## config.mk

```make
export PLATFORM = sky130hd
export DESIGN_NAME = execute_stage
export DESIGN_NICKNAME = d
export VERILOG_FILES = /design/src/rtl/execute_stage.sv
export SDC_FILE = /design/constraint.sdc
export NUM_CORES = 1
export LEC_CHECK = 0
export ABC_CLOCK_PERIOD_IN_PS = 5600
export BUFFER_PORTS_ARGS = -buffer_cell sky130_fd_sc_hd__buf_2
export CAP_MARGIN = 20
export CORE_MARGIN = 2
export CORE_UTILIZATION = 45
export DETAILED_ROUTE_END_ITERATION = 10
export HOLD_SLACK_MARGIN = 0.08
export PLACE_DENSITY = 0.67
export REMOVE_ABC_BUFFERS = 1
export SLEW_MARGIN = 20
export SYNTH_ARGS = -nofsm -noshare
export SYNTH_HDL_FRONTEND = slang
export SYNTH_SLANG_ARGS = --single-unit
```

## constraint.sdc

```tcl
create_clock -name clk -period 5.6 [get_ports clk]
set_input_delay 0 -clock clk [delete_from_list [all_inputs] [get_ports clk]]
set_output_delay 0 -clock clk [all_outputs]
set_load 0.1 [all_outputs]
```

## src/rtl/execute_stage.sv

```systemverilog
// Execute stage of an ARM-style pipeline: one registered ALU result per cycle,
// NZCV flag register, valid/ready handshake towards writeback and a flush input.
// Optional feature: define EXECUTE_COND_EXEC_EN to evaluate the cond field.
// Without that macro every instruction is treated as condition-passed.
module execute_stage #(
  parameter int WIDTH = 32
) (
  input  logic             clk,
  input  logic             reset_n,
  input  logic             in_valid,
  output logic             in_ready,
  input  logic [3:0]       opcode,
  input  logic [3:0]       cond,
  input  logic             set_flags,
  input  logic [3:0]       rd_in,
  input  logic [WIDTH-1:0] rn_val,
  input  logic [WIDTH-1:0] op2,
  input  logic             shift_carry,
  input  logic             flush,
  output logic             out_valid,
  input  logic             out_ready,
  output logic [WIDTH-1:0] result,
  output logic [3:0]       rd_out,
  output logic             wb_en,
  output logic [3:0]       flags
);

  typedef enum logic [3:0] {
    OP_AND, OP_EOR, OP_SUB, OP_RSB, OP_ADD, OP_ADC, OP_SBC, OP_RSC,
    OP_TST, OP_TEQ, OP_CMP, OP_CMN, OP_ORR, OP_MOV, OP_BIC, OP_MVN
  } opcode_e;

  logic flag_n, flag_z, flag_c, flag_v;
  assign {flag_n, flag_z, flag_c, flag_v} = flags;

  logic             accept;
  logic             cond_pass;
  logic             is_test;
  logic             arith;
  logic [WIDTH-1:0] add_x, add_y;
  logic             add_cin;
  logic [WIDTH:0]   add_sum;
  logic [WIDTH-1:0] alu_res;
  logic             c_new, v_new;

  assign in_ready = !out_valid || out_ready;
  assign accept   = in_valid && in_ready && !flush;
  // TST, TEQ, CMP and CMN occupy opcodes 10xx and never write the register file.
  assign is_test  = (opcode[3:2] == 2'b10);

`ifdef EXECUTE_COND_EXEC_EN
  // Condition check against the flag register as it stands in the acceptance cycle.
  always_comb begin
    cond_pass = 1'b0;
    case (cond)
      4'h0: cond_pass = flag_z;
      4'h1: cond_pass = !flag_z;
      4'h2: cond_pass = flag_c;
      4'h3: cond_pass = !flag_c;
      4'h4: cond_pass = flag_n;
      4'h5: cond_pass = !flag_n;
      4'h6: cond_pass = flag_v;
      4'h7: cond_pass = !flag_v;
      4'h8: cond_pass = flag_c && !flag_z;
      4'h9: cond_pass = !flag_c || flag_z;
      4'hA: cond_pass = (flag_n == flag_v);
      4'hB: cond_pass = (flag_n != flag_v);
      4'hC: cond_pass = !flag_z && (flag_n == flag_v);
      4'hD: cond_pass = flag_z || (flag_n != flag_v);
      4'hE: cond_pass = 1'b1;
      default: cond_pass = 1'b0;
    endcase
  end
`else
  logic unused_cond;
  assign unused_cond = ^cond;
  assign cond_pass   = 1'b1;
`endif

  // ALU: one shared adder for all arithmetic ops, subtraction as x + ~y + cin.
  always_comb begin
    // NOTE: every output of this block gets a default first so no path infers a latch.
    arith   = 1'b0;
    add_x   = rn_val;
    add_y   = op2;
    add_cin = 1'b0;
    alu_res = '0;
    case (opcode_e'(opcode))
      OP_SUB, OP_CMP: begin arith = 1'b1; add_y = ~op2; add_cin = 1'b1;   end
      OP_RSB:         begin arith = 1'b1; add_x = op2; add_y = ~rn_val; add_cin = 1'b1; end
      OP_ADD, OP_CMN: begin arith = 1'b1;                                 end
      OP_ADC:         begin arith = 1'b1; add_cin = flag_c;               end
      OP_SBC:         begin arith = 1'b1; add_y = ~op2; add_cin = flag_c; end
      OP_RSC:         begin arith = 1'b1; add_x = op2; add_y = ~rn_val; add_cin = flag_c; end
      default:        arith = 1'b0;
    endcase
    add_sum = {1'b0, add_x} + {1'b0, add_y} + {{WIDTH{1'b0}}, add_cin};
    case (opcode_e'(opcode))
      OP_AND, OP_TST: alu_res = rn_val & op2;
      OP_EOR, OP_TEQ: alu_res = rn_val ^ op2;
      OP_ORR:         alu_res = rn_val | op2;
      OP_MOV:         alu_res = op2;
      OP_BIC:         alu_res = rn_val & ~op2;
      OP_MVN:         alu_res = ~op2;
      default:        alu_res = add_sum[WIDTH-1:0];
    endcase
    // Logical ops take C from the shifter and keep V; arithmetic uses the adder.
    c_new = arith ? add_sum[WIDTH] : shift_carry;
    v_new = arith ? ((add_x[WIDTH-1] == add_y[WIDTH-1]) &&
                     (add_sum[WIDTH-1] != add_x[WIDTH-1]))
                  : flag_v;
  end

  // NZCV register: written on acceptance of a passing flag-setting or test op.
  always_ff @(posedge clk or negedge reset_n) begin
    // NOTE: non-blocking assignments so every register samples pre-edge values.
    if (!reset_n) begin
      flags <= 4'b0000;
    end else if (accept && cond_pass && (set_flags || is_test)) begin
      flags <= {alu_res[WIDTH-1], (alu_res == '0), c_new, v_new};
    end
  end

  // Output register: flush kills, acceptance loads, consumption empties.
  always_ff @(posedge clk or negedge reset_n) begin
    if (!reset_n) begin
      out_valid <= 1'b0;
      wb_en     <= 1'b0;
      result    <= '0;
      rd_out    <= 4'd0;
    end else if (flush) begin
      out_valid <= 1'b0;
      wb_en     <= 1'b0;
    end else if (accept) begin
      out_valid <= 1'b1;
      wb_en     <= cond_pass && !is_test;
      result    <= alu_res;
      rd_out    <= rd_in;
    end else if (out_ready) begin
      out_valid <= 1'b0;
      wb_en     <= 1'b0;
    end
  end

endmodule

```

==> flow_summary.json <==
{
  "status": "finished, final reports clean",
  "ys.flop_type": "dfrtp_1",
  "hp-start": "out_ready",
  "setup_ws_ns": 1.07,
  "antenna_cells": 0,
  "crit_arrival_ns": 4.74,
  "final_antenna_net_count": 0,
  "final_common_cell": "nand2_1",
  "syn_to_final_growth_pct": 13.2,
  "path_class": "primary input to flop",
  "p_leak_nw": 3.76,
  "tightest_slew_ns": 1.09,
  "worstPathRequired_ns": 5.80,
  "switchingPower_mw": 1.25,
  "path_buf_inv": 3,
  "place_ws_ns": 0.820,
  "cp_max_fo": 23,
  "row_count": 45,
  "slew_viol_final": 0,
  "cts_buffer_depth": 2,
  "critical_path.slowest_cell": "or3_2",
  "r2r_start": "flags[1]",
  "grt_pass1_wl_um": 38400,
  "setup_viol": 0,
  "ctsHtreeMaxLevel": 2,
  "drcViolationCount": 0,
  "viasPerCell": 6.15,
  "core_um2": 15100,
  "async_reset_ff_share_pct": 100,
  "rsz0062_at_grt": "false",
  "synth-seq-cells": 42,
  "drt-total-wl_um": 24600,
  "min_to": "wb_en",
  "peakVddDrop_v": 0.000228,
  "nFillCells": 1585,
  "swShare_pct": 57.6,
  "path_cells": "buf_2 -> inv_1 -> buf_4 -> or3_2 -> nand2_1 -> o21ai_0 -> fa_1 -> fa_1 -> a21o_1 -> a221o_2 -> a211oi_2 -> o21bai_1 -> a21o_1 -> xor2_1 -> o21ai_0 -> nor4b_1 -> nand4_1 -> o21ai_1",
  "clkPwrFrac_pct": 13.1,
  "endpoint_kind": "flop",
  "skew_ns": 0.00428,
  "dp_hpwl_um": 17500,
  "place_area_um2": 7600,
  "startpoint_type": "primary input",
  "final_area_um2": 7820,
  "cts-root-buf": "clkbuf_16",
  "drt_iter0_drc": 659,
  "gp_congestion": 0.960,
  "grt_overflow": 0,
  "dr_total_vias": 8101,
  "seq_power_share_pct": 18.9,
  "fmax_mhz": 221,
  "drive_above_1_share_pct": 15.9,
  "track_usage_pct": 29.3,
  "synth-seq-area-share_pct": 15.2,
  "maxCapViolCount": 0,
  "ff2ff_setup_slack_ns": 1.29,
  "comb_power_share_pct": 68.0,
  "clk_latency_ns": 0.28,
  "routedWlPerCell_um": 18.6,
  "clkSinkCount": 42,
  "fin_nets": 1277,
  "tns_ns": 0,
  "post-route-min-period_ns": 4.53,
  "syn_inst": 1048,
  "syn_area_um2": 6910,
  "worst_hold_slack_ns": 0.147,
  "num_io_pins": 126,
  "synth-edff-count": 0,
  "dr.pass1.iters": 5,
  "io_buffers": 121,
  "post-route-util_pct": 51.8,
  "hold_class": "primary input to flop",
  "die_h_um": 128,
  "cellPowerDensity_nw_per_um2": 277,
  "hold_viol_final": 0,
  "fin_crit_sh_pct": 81.0,
  "path_clk_slew_ns": 0.06,
  "rr_worst_depth": 15,
  "grt_max_degree": 76,
  "internal_power_uw": 920,
  "r2r-end": "flags[2]",
  "crit_family": "compound AO/OA/AOI/OAI gates",
  "start_util_pct": 45.8,
  "final_cell_mix": "nand2_1, o21ai_0, buf_2, a21oi_1, nor2_1",
  "cts_tree": "yes",
  "hold_depth": 5,
  "die_area_um2": 16400,
  "grt_pass1_vias": 7314,
  "cts_buffers": 5,
  "yosysWarnings": 0,
  "cts_setup_buffers": 0,
  "antenna_found_initial": 0,
  "crit_path_max_incr_delay_ns": 0.71,
  "avgSynthCellArea_um2": 6.60,
  "ys_types": 81,
  "die_w_um": 128,
  "slew-limit-headroom_pct": 26.6
}
worst min-delay path: cells and delay by family:
family                 cells  cell delay, ns
buffers and inverters      2            0.12
AND/OR/NAND/NOR            1            0.13
AO/OA/AOI/OAI              2            0.14
metrics by stage:
stage | power [mW] | instances
2_1_floorplan | 1.52 | 977
3_3_place_gp | 1.86 | 1303
3_5_place_dp | 1.87 | 1303
4_1_cts | 2.16 | 1318
5_1_grt | 2.30 | 1318
6_report | 2.17 | 1318
how the worst max path moves through the flow:
stage	startpoint	cells after the start	to	slack [ns]
2_1_floorplan	opcode[0]	16	flags[2]	-0.23
3_3_place_gp	opcode[1]	18	flags[2]	0.89
3_5_place_dp	opcode[1]	18	flags[2]	0.82
4_1_cts	opcode[1]	18	flags[2]	1.10
5_1_grt	opcode[1]	18	flags[2]	0.76
6_report	opcode[1]	18	flags[2]	1.07
power by group through the flow:
stage / registers (mW) / clock network, mW / logic (mW)
global route: 0.419 / 0.297 / 1.58
global placement: 0.415 / 0 / 1.44
detailed placement: 0.416 / 0 / 1.45
finish: 0.411 / 0.284 / 1.48
floorplan: 0.929 / 0 / 0.588
CTS: 0.411 / 0.287 / 1.46
state kept, by name, indices dropped and copies added, names as in the netlist:
register / count
flags: 4
wb_en: 1
out_valid: 1
rd_out: 4
result: 32
cells by family after synthesis:
family,synth area share (%)
compound gates,37.6
xor+xnor,2.79
fa+ha+maj,12.0
buf+inv,8.76
flops,15.2
mux,1.39
simple gates,22.2
area by class of cell:
class	count	area (um2)	area share [%]
well taps	188	235	3.01
repair buffers	145	816	10.4
inverters	81	304	3.89
clock buffers	7	143	1.82
clock inverters	1	5.00	0.0640
multi-input cells	854	5270	67.4
flip-flops and latches	42	1050	13.4
routing by layer:
metal / part of all wire, % / track usage (%) / vias to the layer above
met2: 43 / 46.5 / 405
met1: 44 / 41.8 / 3704
met5: 0 / 0 / -
li1: - / - / 3946
met3: 10 / 3.63 / 46
met4: 2.6 / 8.79 / 0
Yosys cell counts (6+ instances only):
master | instances | area [um2]
nor3_1 | 15 | 75.1
nand2_1 | 156 | 586
ha_1 | 63 | 788
o31ai_1 | 8 | 60.1
a21oi_1 | 108 | 541
or2_2 | 6 | 37.5
a21o_1 | 16 | 120
o21ai_0 | 143 | 716
inv_1 | 80 | 300
o211ai_1 | 11 | 82.6
nor2b_1 | 10 | 62.6
and3_1 | 6 | 37.5
a31oi_1 | 7 | 43.8
xor2_1 | 11 | 96.3
dfrtp_1 | 42 | 1050
a221oi_1 | 8 | 70.1
a22oi_1 | 12 | 90.1
buf_2 | 18 | 90.1
xnor2_1 | 11 | 96.3
nand2b_1 | 6 | 37.5
a32o_1 | 6 | 60.1
clkbuf_1 | 45 | 169
nand3_1 | 29 | 145
o22ai_1 | 6 | 37.5
o21bai_1 | 6 | 45.0
nand4_1 | 9 | 56.3
nor2_1 | 84 | 315
a211oi_1 | 13 | 97.6
what timing repair did:
action                    4_1_cts  5_1_grt
resized for setup               0        0
hold buffers                    7        0
hold endpoints to repair       48        0
(Power assumes the default switching activity.)
